`src/rtl/mem_port_arbiter.sv`:
```
// Arbitrates one fixed-latency synchronous memory port between instruction
// fetch and load/store, with data priority and a bounded fetch starvation count.
module mem_port_arbiter #(
  parameter int ADDR_W     = 32,
  parameter int DATA_W     = 32,
  parameter int MEM_LAT    = 2,
  parameter int STARVE_MAX = 4
) (
  input  logic              clock_i,
  input  logic              reset_i,
  input  logic              if_req_i,
  input  logic [ADDR_W-1:0] if_addr_i,
  output logic [DATA_W-1:0] if_rdata_o,
  output logic              if_ready_o,
  input  logic              d_req_i,
  input  logic              d_we_i,
  input  logic [ADDR_W-1:0] d_addr_i,
  input  logic [DATA_W-1:0] d_wdata_i,
  output logic [DATA_W-1:0] d_rdata_o,
  output logic              d_ready_o,
  output logic              mem_en_o,
  output logic              mem_we_o,
  output logic [ADDR_W-1:0] mem_addr_o,
  output logic [DATA_W-1:0] mem_wdata_o,
  input  logic [DATA_W-1:0] mem_rdata_i,
  output logic              if_stall_o,
  output logic              d_stall_o
);

  localparam int WAIT_W   = (MEM_LAT > 1) ? $clog2(MEM_LAT) : 1;
  localparam int STARVE_W = $clog2(STARVE_MAX + 1);
  localparam logic [WAIT_W-1:0]   WAIT_LAST  = WAIT_W'(MEM_LAT - 1);
  localparam logic [STARVE_W-1:0] STARVE_TOP = STARVE_W'(STARVE_MAX);

  typedef enum logic [2:0] {
    IDLE    = 3'd0,
    BUSY_IF = 3'd1,
    BUSY_D  = 3'd2,
    DONE_IF = 3'd3,
    DONE_D  = 3'd4
  } state_e;

  state_e              state_q, state_d;
  logic [WAIT_W-1:0]   wait_cnt_q, wait_cnt_d;
  logic [STARVE_W-1:0] starve_cnt_q, starve_cnt_d;
  logic                mem_en_q, mem_en_d;
  logic                mem_we_q, mem_we_d;
  logic [ADDR_W-1:0]   mem_addr_q, mem_addr_d;
  logic [DATA_W-1:0]   mem_wdata_q, mem_wdata_d;
  logic [DATA_W-1:0]   if_rdata_q, if_rdata_d;
  logic [DATA_W-1:0]   d_rdata_q, d_rdata_d;
  logic                if_ready_q, if_ready_d;
  logic                d_ready_q, d_ready_d;
  logic                grant_d, grant_if;

  // Data wins unless a fetch is also pending and has already lost STARVE_MAX times.
  assign grant_d  = d_req_i && !(if_req_i && (starve_cnt_q == STARVE_TOP));
  assign grant_if = if_req_i && !grant_d;

  always_comb begin
    // NOTE: every variable gets a default before the case so no path leaves one
    // unassigned; a missing default here would infer a latch.
    state_d      = state_q;
    wait_cnt_d   = wait_cnt_q;
    starve_cnt_d = starve_cnt_q;
    mem_en_d     = mem_en_q;
    mem_we_d     = mem_we_q;
    mem_addr_d   = mem_addr_q;
    mem_wdata_d  = mem_wdata_q;
    if_rdata_d   = if_rdata_q;
    d_rdata_d    = d_rdata_q;
    if_ready_d   = 1'b0;
    d_ready_d    = 1'b0;

    unique case (state_q)
      IDLE: begin
        if (grant_d) begin
          state_d     = BUSY_D;
          wait_cnt_d  = '0;
          mem_en_d    = 1'b1;
          mem_we_d    = d_we_i;
          mem_addr_d  = d_addr_i;
          mem_wdata_d = d_wdata_i;
          if (if_req_i && (starve_cnt_q != STARVE_TOP)) begin
            starve_cnt_d = starve_cnt_q + STARVE_W'(1);
          end
        end else if (grant_if) begin
          state_d      = BUSY_IF;
          wait_cnt_d   = '0;
          mem_en_d     = 1'b1;
          mem_we_d     = 1'b0;
          mem_addr_d   = if_addr_i;
          mem_wdata_d  = '0;
          starve_cnt_d = '0;
        end
      end

      BUSY_IF, BUSY_D: begin
        if (wait_cnt_q == WAIT_LAST) begin
          mem_en_d = 1'b0;
          mem_we_d = 1'b0;
          if (state_q == BUSY_IF) begin
            state_d    = DONE_IF;
            if_ready_d = 1'b1;
            if_rdata_d = mem_rdata_i;
          end else begin
            state_d   = DONE_D;
            d_ready_d = 1'b1;
            // Stores leave the previous load data visible.
            if (!mem_we_q) begin
              d_rdata_d = mem_rdata_i;
            end
          end
        end else begin
          wait_cnt_d = wait_cnt_q + WAIT_W'(1);
        end
      end

      DONE_IF, DONE_D: begin
        state_d = IDLE;
      end

      default: begin
        state_d  = IDLE;
        mem_en_d = 1'b0;
        mem_we_d = 1'b0;
      end
    endcase
  end

  always_ff @(posedge clock_i) begin
    // NOTE: sequential state uses non-blocking assignments so every register
    // samples the pre-edge values regardless of statement order.
    if (reset_i) begin
      state_q      <= IDLE;
      wait_cnt_q   <= '0;
      starve_cnt_q <= '0;
      mem_en_q     <= 1'b0;
      mem_we_q     <= 1'b0;
      mem_addr_q   <= '0;
      mem_wdata_q  <= '0;
      if_rdata_q   <= '0;
      d_rdata_q    <= '0;
      if_ready_q   <= 1'b0;
      d_ready_q    <= 1'b0;
    end else begin
      state_q      <= state_d;
      wait_cnt_q   <= wait_cnt_d;
      starve_cnt_q <= starve_cnt_d;
      mem_en_q     <= mem_en_d;
      mem_we_q     <= mem_we_d;
      mem_addr_q   <= mem_addr_d;
      mem_wdata_q  <= mem_wdata_d;
      if_rdata_q   <= if_rdata_d;
      d_rdata_q    <= d_rdata_d;
      if_ready_q   <= if_ready_d;
      d_ready_q    <= d_ready_d;
    end
  end

  assign mem_en_o    = mem_en_q;
  assign mem_we_o    = mem_we_q;
  assign mem_addr_o  = mem_addr_q;
  assign mem_wdata_o = mem_wdata_q;
  assign if_rdata_o  = if_rdata_q;
  assign d_rdata_o   = d_rdata_q;
  assign if_ready_o  = if_ready_q;
  assign d_ready_o   = d_ready_q;

  assign if_stall_o  = if_req_i && !if_ready_q;
  assign d_stall_o   = d_req_i && !d_ready_q;

  a_ready_onehot : assert property (@(posedge clock_i) disable iff (reset_i)
    !(if_ready_q && d_ready_q));
  a_en_only_busy : assert property (@(posedge clock_i) disable iff (reset_i)
    (state_q inside {IDLE, DONE_IF, DONE_D}) |-> !mem_en_q);

endmodule

```
`config.mk`:
```
export PLATFORM = sky130hd
export DESIGN_NAME = mem_port_arbiter
export DESIGN_NICKNAME = d
export VERILOG_FILES = /design/src/rtl/mem_port_arbiter.sv
export SDC_FILE = /design/constraint.sdc
export NUM_CORES = 1
export LEC_CHECK = 0
export ABC_CLOCK_PERIOD_IN_PS = 2100
export CORE_MARGIN = 4
export CORE_UTILIZATION = 41
export CTS_CLUSTER_SIZE = 12
export DETAILED_ROUTE_END_ITERATION = 12
export PLACE_DENSITY = 0.83
export SLEW_MARGIN = 20
export SYNTH_ARGS = -nofsm -noshare
export SYNTH_HDL_FRONTEND = slang
export SYNTH_SLANG_ARGS = --single-unit
```
`constraint.sdc`:
```
create_clock -name clock_i -period 2.1 [get_ports clock_i]
set_clock_uncertainty 0.05 [all_clocks]
set_input_delay 0.21 -clock clock_i [delete_from_list [all_inputs] [get_ports clock_i]]
set_output_delay 0.21 -clock clock_i [all_outputs]
set_load 0.02 [all_outputs]
```
==> results.tsv, run 1 <==
metric	value	unit
Hold Worst Slack	79.7	ps
RR Endpoint	mem_wdata_o[1]	
FFs w/ async S/R, synth	0	%
CTS Buffer Depth	2	
Max Fclk	0.504	GHz
Ys Warns	0	
clk_lat worst skew	410	ps
CP Class	in -> out	
crit path launch type	input port	
Lkg Pwr	3.13	nW
vias in the first global route	5450	
GRT busiest layer	met2	
met2 GRT Util	37.9	%
Placer Congestion	0.830	
CP endpoint	if_stall_o	
GR Layer Usage met1	26.9	%
most frequent cells after synthesis	dfxtp_1 (139), a21oi_1 (72), nand2_1 (67)	
# IOs	267	
reg2reg path depth	4	
CTS tree	yes	
total CTS buffers	17	
Die Ht	125	um
Worst Hold Class	in -> reg	
share of layout cells above drive strength 1	9.36	%
synth unique cells	36	
RSZ-0062 raised after global routing	false	
final setup vio count	0	
H-tree Lvls	4	
crit path from	if_req_i	
dominant synthesized flop cell	dfxtp_1	
setup_tns	0	ps
post-synthesis area per instance	9.16	um^2
nets	989	
drt via density	5.40	
Comb pwr share	20.8	%
placed cells	1011	
Sw Ratio	26.0	%
Slew HR	29.1	%
sequential share of the synthesized area	49.3	%
Sink Count	139	
port buffer count	266	
Max VDD drop	0.556	mV
TritonRoute pass-1 iters	5	
routed len/inst	17.7	um
cell-internal power	5.54	mW
row cnt	42	
Iter 0 DRT Violations	409	
worst slack, placed	76.7	ps
Slew Limit Fails	0	
final std cells w/o fill	1041	
DP Area	0.00840	mm^2
Residual DRC	0	
Core Area	0.0133	mm^2
CP required	1840	ps
area grow syn2layout	59.4	%
Post-Synthesis Cells	616	
number of antenna violations at the first check in global routing	0	
first-pass GRT wire length	29000	um
total track usage	22.7	%
Mapped Nets	751	
total chip power	7.49	mW
Post-synth EDFFs	0	
Flop pwr share	39.2	%
Fill cells	1073	
period utilisation layout	94.5	%
largest net degree at the start of global routing	66	
die span in x	125	um
r2r setup slk	300	ps
Initial Util	42.3	%
clock-pin slew on the worst setup and hold paths	50	ps
vias	5623	
post-cts resize count	0	
full die area	0.0157	mm^2
endpoints failing hold	0	
area occupied by registers	0.00278	mm^2
crit end category	primary output	
ant diodes	0	
clk root buf	clkbuf_16	
Clk pwr share	40.0	%
PwrDens	833	mW/mm^2
minimum clock period	1980	ps
WL final	18500	um
area leader, netlist	dfxtp_1	
DRT antenna net count	0	
hpwl dp	12400	um
Post-CTS Setup Bufs	0	
multi-input logic area	0.00237	mm^2
most common cell in the netlist	dfxtp_1	
post-synthesis instance area	0.00564	mm^2
Yosys reg bits	139	
share of the synthesized area in the top cell type	49.3	%
Max-cap violations	0	
P_sw	1.95	mW
design area	0.00899	mm^2
Post-Route Utilization	67.4	%
final setup margin	115	ps
CP arrival	1720	ps
Hold-fix buffers, CTS	0	
top post-synthesis cells by area	dfxtp_1 (49%), o221ai_2 (8.0%), a21oi_1 (6.4%)	
status	complete, no violations	
met3 Use GR	8.49	%
worst-margin pin slew	1060	ps
Reg-to-Reg Start	state_q[2]	
crit-path max FO	7	
remaining global-route overflow	0	
power by group through the flow:
stage	logic [mW]	registers [mW]	clock network (mW)
floorplan	0.588	3.19	0
global placement	1.53	2.98	0
detailed placement	1.55	2.99	0
CTS	1.56	2.94	3.05
global route	1.66	2.96	3.16
finish	1.56	2.94	2.99
area by class of cell:
type	count	area share (%)
sequential	139	30.9
inverter	41	1.71
clock inverter	8	1.31
timing repair buffer	284	31.9
multi-input combinational	371	26.4
clock buffer	22	5.27
tap	176	2.45
metal layers:
metal	share of wire, %	up-vias
li1	-	2691
met4	2.1	0
met3	8.7	26
met5	0	-
met2	50	246
met1	39	2660
worst min path at each step:
stage	start	endpoint	slack, ps	cells after the start
finish	reset_i	starve_cnt_q[1]	80	2
floorplan	d_wdata_i[0]	mem_wdata_o[0]	290	1
global route	reset_i	starve_cnt_q[1]	100	2
CTS	reset_i	starve_cnt_q[1]	70	2
global placement	if_rdata_o[31]	if_rdata_o[31]	390	2
detailed placement	if_rdata_o[12]	if_rdata_o[12]	400	2
critical path: stages:
cell and delay, ps:
clkdlybuf4s50_1 600, nor2b_1 220, clkdlybuf4s50_1 690
flip-flops by register name (all words and copies together), names as in the netlist:
signal / cells
mem_we_o: 1
wait_cnt_q: 1
d_ready_o: 1
if_ready_o: 1
d_rdata_o: 32
mem_wdata_o: 32
state_q: 3
mem_en_o: 1
starve_cnt_q: 3
if_rdata_o: 32
mem_addr_o: 32
cell families (layout without fill, tap and decap cells):
logic type,after synthesis,count (layout),share of synthesized area [%]
flops,139,139,49.3
buf+inv,106,355,8.80
compound gates,182,182,24.4
fa+ha+maj,2,2,0.443
xor+xnor,1,1,0.155
simple gates,186,186,16.9
layout by cell type (no fill, tap or decap), drive strengths merged, types with 3 or more instances in the layout:
master / Yosys / layout
a21oi: 72 / 72
a22o: 34 / 34
buf: 38 / 19
bufinv: 0 / 3
clkbuf: 27 / 22
clkdlybuf4s50: 0 / 265
clkinv: 0 / 4
dfxtp: 139 / 139
inv: 41 / 41
nand2: 67 / 67
nand3: 65 / 65
nand4: 35 / 35
nor2: 3 / 3
nor2b: 3 / 3
o21ai: 35 / 35
o221ai: 32 / 32
No activity file was read; power rests on OpenSTA's default activity.
==> run 2: changes to the inputs <==
Settings changed: PLACE_DENSITY 0.83 to 0.85.
==> results.tsv, run 2 (synthesis gave the netlist of run 1 again) <==
metric	value	unit	change
Die Ht	125	um	unchanged
Hold Worst Slack	108	ps	+28.0 ps
number of antenna violations at the first check in global routing	0		unchanged
first-pass GRT wire length	28600	um	-1.5%
CP required	1840	ps	about the same
CP arrival	1710	ps	about the same
largest net degree at the start of global routing	66		unchanged
commonest non-fill, non-tap cell in the layout	clkdlybuf4s50_1		
final setup vio count	0		unchanged
clk_lat worst skew	410	ps	about the same
row cnt	42		unchanged
Worst Hold Class	in -> reg		
total track usage	22.5	%	-0.15 points
Hold Crit Start	reset_i		
Max-cap violations	0		unchanged
total CTS buffers	17		unchanged
Slew HR	55.2	%	+26 points
setup_tns	0	ps	unchanged
Max VDD drop	0.587	mV	+5.6%
drt via density	5.37		-0.51%
H-tree Lvls	4		unchanged
TritonRoute pass-1 iters	6		+1
hpwl dp	12900	um	+4.1%
Initial Util	42.3	%	unchanged
vias in the first global route	5359		-1.7%
WL final	18500	um	+0.11%
Worst path most repeated cell	clkdlybuf4s50_1		
share of layout cells above drive strength 1	9.77	%	+0.41 points
period utilisation layout	93.9	%	-0.61 points
crit end category	primary output		
post-cts resize count	0		unchanged
Post-CTS Setup Bufs	0		unchanged
CTS Buffer Depth	2		unchanged
nets	993		+0.40%
Lkg Pwr	3.15	nW	+0.60%
port buffer count	266		unchanged
# IOs	267		unchanged
Max Fclk	0.507	GHz	+0.65%
endpoints failing hold	0		unchanged
Sink Count	139		unchanged
crit path from	d_req_i		
minimum clock period	1970	ps	-12.7 ps
Residual DRC	0		unchanged
remaining global-route overflow	0		unchanged
commonest non-fill, non-tap cells in the layout	clkdlybuf4s50_1 (265), dfxtp_1 (139), a21oi_1 (71), nand2_1 (67), nand3_1 (65)		
Buffers & Inverters on Critical Path	2		unchanged
crit-path cells	clkdlybuf4s50_1 -> nor2b_1 -> clkdlybuf4s50_1		
Hold-fix buffers, CTS	0		unchanged
ant diodes	0		unchanged
max incr delay on CP	710	ps	+20 ps
crit-path max FO	11		+4
DRT antenna net count	0		unchanged
CP top delay family	buffers and inverters		
Placer Congestion	0.844		+1.7%
RSZ-0062 raised after global routing	false		
Core Area	0.0133	mm^2	unchanged
status	complete, no violations		
Reg-to-Reg Start	starve_cnt_q[0]		
worst-margin pin slew	672	ps	-390 ps
Iter 0 DRT Violations	362		-11%
vias	5621		-0.036%
PwrDens	837	mW/mm^2	+0.47%
full die area	0.0157	mm^2	unchanged
routed len/inst	17.7	um	-0.37%
clk root buf	clkbuf_16		
CTS tree	yes		
die span in x	125	um	unchanged
area grow syn2layout	59.9	%	
CP Class	in -> out		
clock-pin slew on the worst setup and hold paths	50	ps	about the same
Critical Path Slowest Stage Cell	clkdlybuf4s50_1		
Slew Limit Fails	0		unchanged
crit path launch type	input port		
==> run 2: cell count changes in the layout (fill, tap and decap cells not counted) <==
cell and change:
buf_4 +5, buf_12 -1, clkbuf_1 +1, clkbuf_8 +1, clkinv_2 -1
==> run 2: metal layers <==
metal	share of wire [%]	wire (um)	track usage, %	vias to the layer above
met5	0	0	0	-
met3	7.8	1440	7.51	34
met1	41	7560	26.9	2630
li1	-	-	-	2711
met2	49	8970	37.7	246
met4	2.8	524	8.67	0
==> run 2: layout make-up <==
cell class	count	area, um^2
fill	1098	4330
timing repair buffer	288	2890
sequential	139	2780
multi-input combinational	371	2370
clock buffer	24	492
tap	176	220
inverter	41	154
clock inverter	7	113
==> run 2: metrics by stage <==
step / cells / worst slack, ps / area, um^2 / util, % / total power, mW
2_1_floorplan: 616 / 534 / 5640 / - / 3.78
3_3_place_gp: 1015 / 138 / 8420 / 63.1 / 4.51
3_5_place_dp: 1015 / 89.2 / 8420 / 63.1 / 4.54
4_1_cts: 1046 / 129 / 9020 / 67.6 / 7.60
5_1_grt: 1046 / 75.6 / 9020 / 67.6 / 7.83
6_report: 1046 / 128 / 9020 / 67.6 / 7.55
==> run 2: path summary, 6_finish.rpt <==
check,to,depth (start not counted),slack (ps)
setup / recovery,d_stall_o,3,130
hold / removal,starve_cnt_q[0],2,110
setup reg to reg,mem_addr_o[23],6,270
hold reg to reg,if_rdata_o[15],2,400
==> run 2: where the power goes <==
| group | leakage [nW] | switching (mW) | internal (mW) |
|---|---|---|---|
| sequential | 1.13 | 0.124 | 2.83 |
| combinational | 1.72 | 0.774 | 0.767 |
| clock | 0.296 | 1.07 | 1.98 |
| total | 3.15 | 1.97 | 5.57 |
==> variant: new RTL, flow settings as in run 2 <==
`STARVE_MAX`: 4 -> 2.
--- a/src/rtl/mem_port_arbiter.sv
+++ b/src/rtl/mem_port_arbiter.sv
@@ -5,5 +5,5 @@
   parameter int DATA_W     = 32,
   parameter int MEM_LAT    = 2,
-  parameter int STARVE_MAX = 4
+  parameter int STARVE_MAX = 2
 ) (
   input  logic              clock_i,
Behaviour: no difference found for any inputs over 4 cycles, from zero or initial values and one cycle with reset_i high; that may be too few to reach the edited logic, so the function may still have changed.
==> variant against run 2 <==
Design area decreased by 0.46%. Sequential power increased by 6%. Worst setup slack improved by 0.13 ns. Hold slack improved by 0.095 ns. Routed wire length decreased by 3.4%. Synthesized area decreased by 3.3%. Sequential cell count decreased by 1. Power increased by 18%. Critical path type unchanged. Largest power group unchanged. Highest routed layer unchanged.
==> variant: results (changes against run 2) <==
- Outcome: finished, final reports clean
- Most frequent cells after synthesis: 138 x dfxtp_1, 131 x a21oi_1, 68 x nand2_1
- Initial antenna violation count: 0 (unchanged)
- Vias after detailed routing: 5625 (+0.071%)
- WP data arrival: 1.58 ns (-0.13 ns)
- Iter 0 DRT Violations: 398 (+9.9%)
- Main area contributors after synthesis: dfxtp_1 51%, a21oi_1 12%, mux2i_1 6.1%, nand3_1 6.0%, o21ai_0 5.6%
- Max Root-Sink Buffers: 2 (unchanged)
- Seq/Total Area, Yosys: 50.6% (+1.3 points)
- Worst hold path class: input port to register
- Slowest stage delay, CP: 0.65 ns (-0.06 ns)
- Placed Area: 8330 sq um (-1.1%)
- Crit path max fanout: 5 (-6)
- First-pass detailed-route iteration total: 5 (-1)
- Port-buffer cells: 266 (unchanged)
- Peak supply drop: 0.566 mV (-3.6%)
- Leak: 3.20 nW (+1.5%)
- Clock-pin slew on the worst setup and hold paths: 0.06 ns
- Slowest stage cell, crit path: clkdlybuf4s50_1
- Vias in the first global route: 5494 (+2.5%)
- Post-CTS sizing: 0 (unchanged)
- Layout cells sized above 1: 6.99% (-2.8 points)
- Slew margin rel.: 51.2% (-4.0 points)
- Post-CTS setup buffers: 0 (unchanged)
- Synth warnings: 0 (unchanged)
- Root buffer cell: clkbuf_16
- CTS Buf Count: 17 (unchanged)
- Post-DP HPWL: 12.3 mm (-5.0%)
- First-pass GRT wire length: 27.2 mm (-4.7%)
- Top Metal Used: met4
- Final nets: 1008 (+1.5%)
- Pin count of the biggest net entering global routing: 69 (+4.5%)
- Post-synth net total: 769 (+2.4%)
- WL met1: 6.90 mm (-8.8%)
- Setup TNS: 0 ns (unchanged)
- Metal2 WL: 9.15 mm (+2.0%)
- Final GP Congestion: 0.794 (-5.9%)
- Diodes inserted: 0 (unchanged)
- Global Route Usage Sum: 22.6% (+0.048 points)
- WL met3: 1.47 mm (+1.9%)
- Post-synthesis cell type count: 38 (+5.6%)
- H-Tree Depth: 4 (unchanged)
- Worst skew pair latency: 0.41 ns (about the same)
- Fraction of registers with async set/reset: 0% (unchanged)
- Final WL: 17.9 mm (-3.4%)
## variant: cell types whose count changed in the layout (fill, tap and decap cells not counted), sizes merged, moves of 3 or more
cell    before  now
clkbuf      24   21
mux2i        0   33
inv         41    4
a21oi       72  132
o221ai      32    1
a22o        34    0
nand4       35    1
o21ai       35   66
a211oi       0   32
## variant: worst paths after layout
| kind | endpoint | from | slack [ns] | cells past startpoint |
|---|---|---|---|---|
| max | d_stall_o | d_req_i | 0.26 | 3 |
| min | mem_wdata_o[13] | reset_i | 0.20 | 2 |
| max reg2reg | if_rdata_o[13] | state_q[0] | 0.28 | 3 |
| min reg2reg | if_rdata_o[3] | if_rdata_o[3] | 0.40 | 2 |
## variant: area by class of cell
| cell class | count | area, sq um |
|---|---|---|
| Clock buffer | 21 | 460 |
| Clock inverter | 11 | 191 |
| Fill cell | 984 | 3840 |
| Inverter | 3 | 11.3 |
| Multi-Input combinational cell | 427 | 2430 |
| Sequential cell | 138 | 2760 |
| Tap cell | 172 | 215 |
| Timing Repair Buffer | 287 | 2910 |
## variant: power by group
| part | internal, W | switching (W) |
|---|---|---|
| clock | 0.00217 | 0.00110 |
| sequential | 0.00293 | 0.000198 |
| combinational | 0.00117 | 0.00132 |
## variant: logic make-up (layout without fill, tap and decap cells)
kind of cell	count (synthesis)	count (layout)	synth area share, %
AO/OA/AOI/OAI	237	237	23.7
adder cells (fa/ha/maj)	1	1	0.229
XOR/XNOR	1	1	0.161
buffers and inverters	70	322	5.46
flip-flops	138	138	50.6
AND/OR/NAND/NOR	155	155	13.8
multiplexers	33	33	6.05
## variant: metal layers
| layer | track usage (%) | vias to the layer above |
|---|---|---|
| li1 | - | 2741 |
| met1 | 25.2 | 2632 |
| met2 | 39.6 | 223 |
| met3 | 7.96 | 29 |
| met4 | 8.37 | 0 |
| met5 | 0 | - |
## variant: worst max-delay path: cells and delay by family
family / cells / cell delay, ns
buf+inv: 2 / 1.19
simple gates: 1 / 0.17
## variant: through the flow
step | hold slack (ns) | total power [W] | worst slack [ns] | std cells
finish | 0.202 | 0.00890 | 0.258 | 1059
global route | 0.202 | 0.00930 | 0.0857 | 1059
CTS | 0.189 | 0.00896 | 0.242 | 1059
detailed placement | 0.398 | 0.00568 | 0.138 | 1027
global placement | 0.392 | 0.00563 | 0.150 | 1027
floorplan | 0.296 | 0.00446 | 0.498 | 635
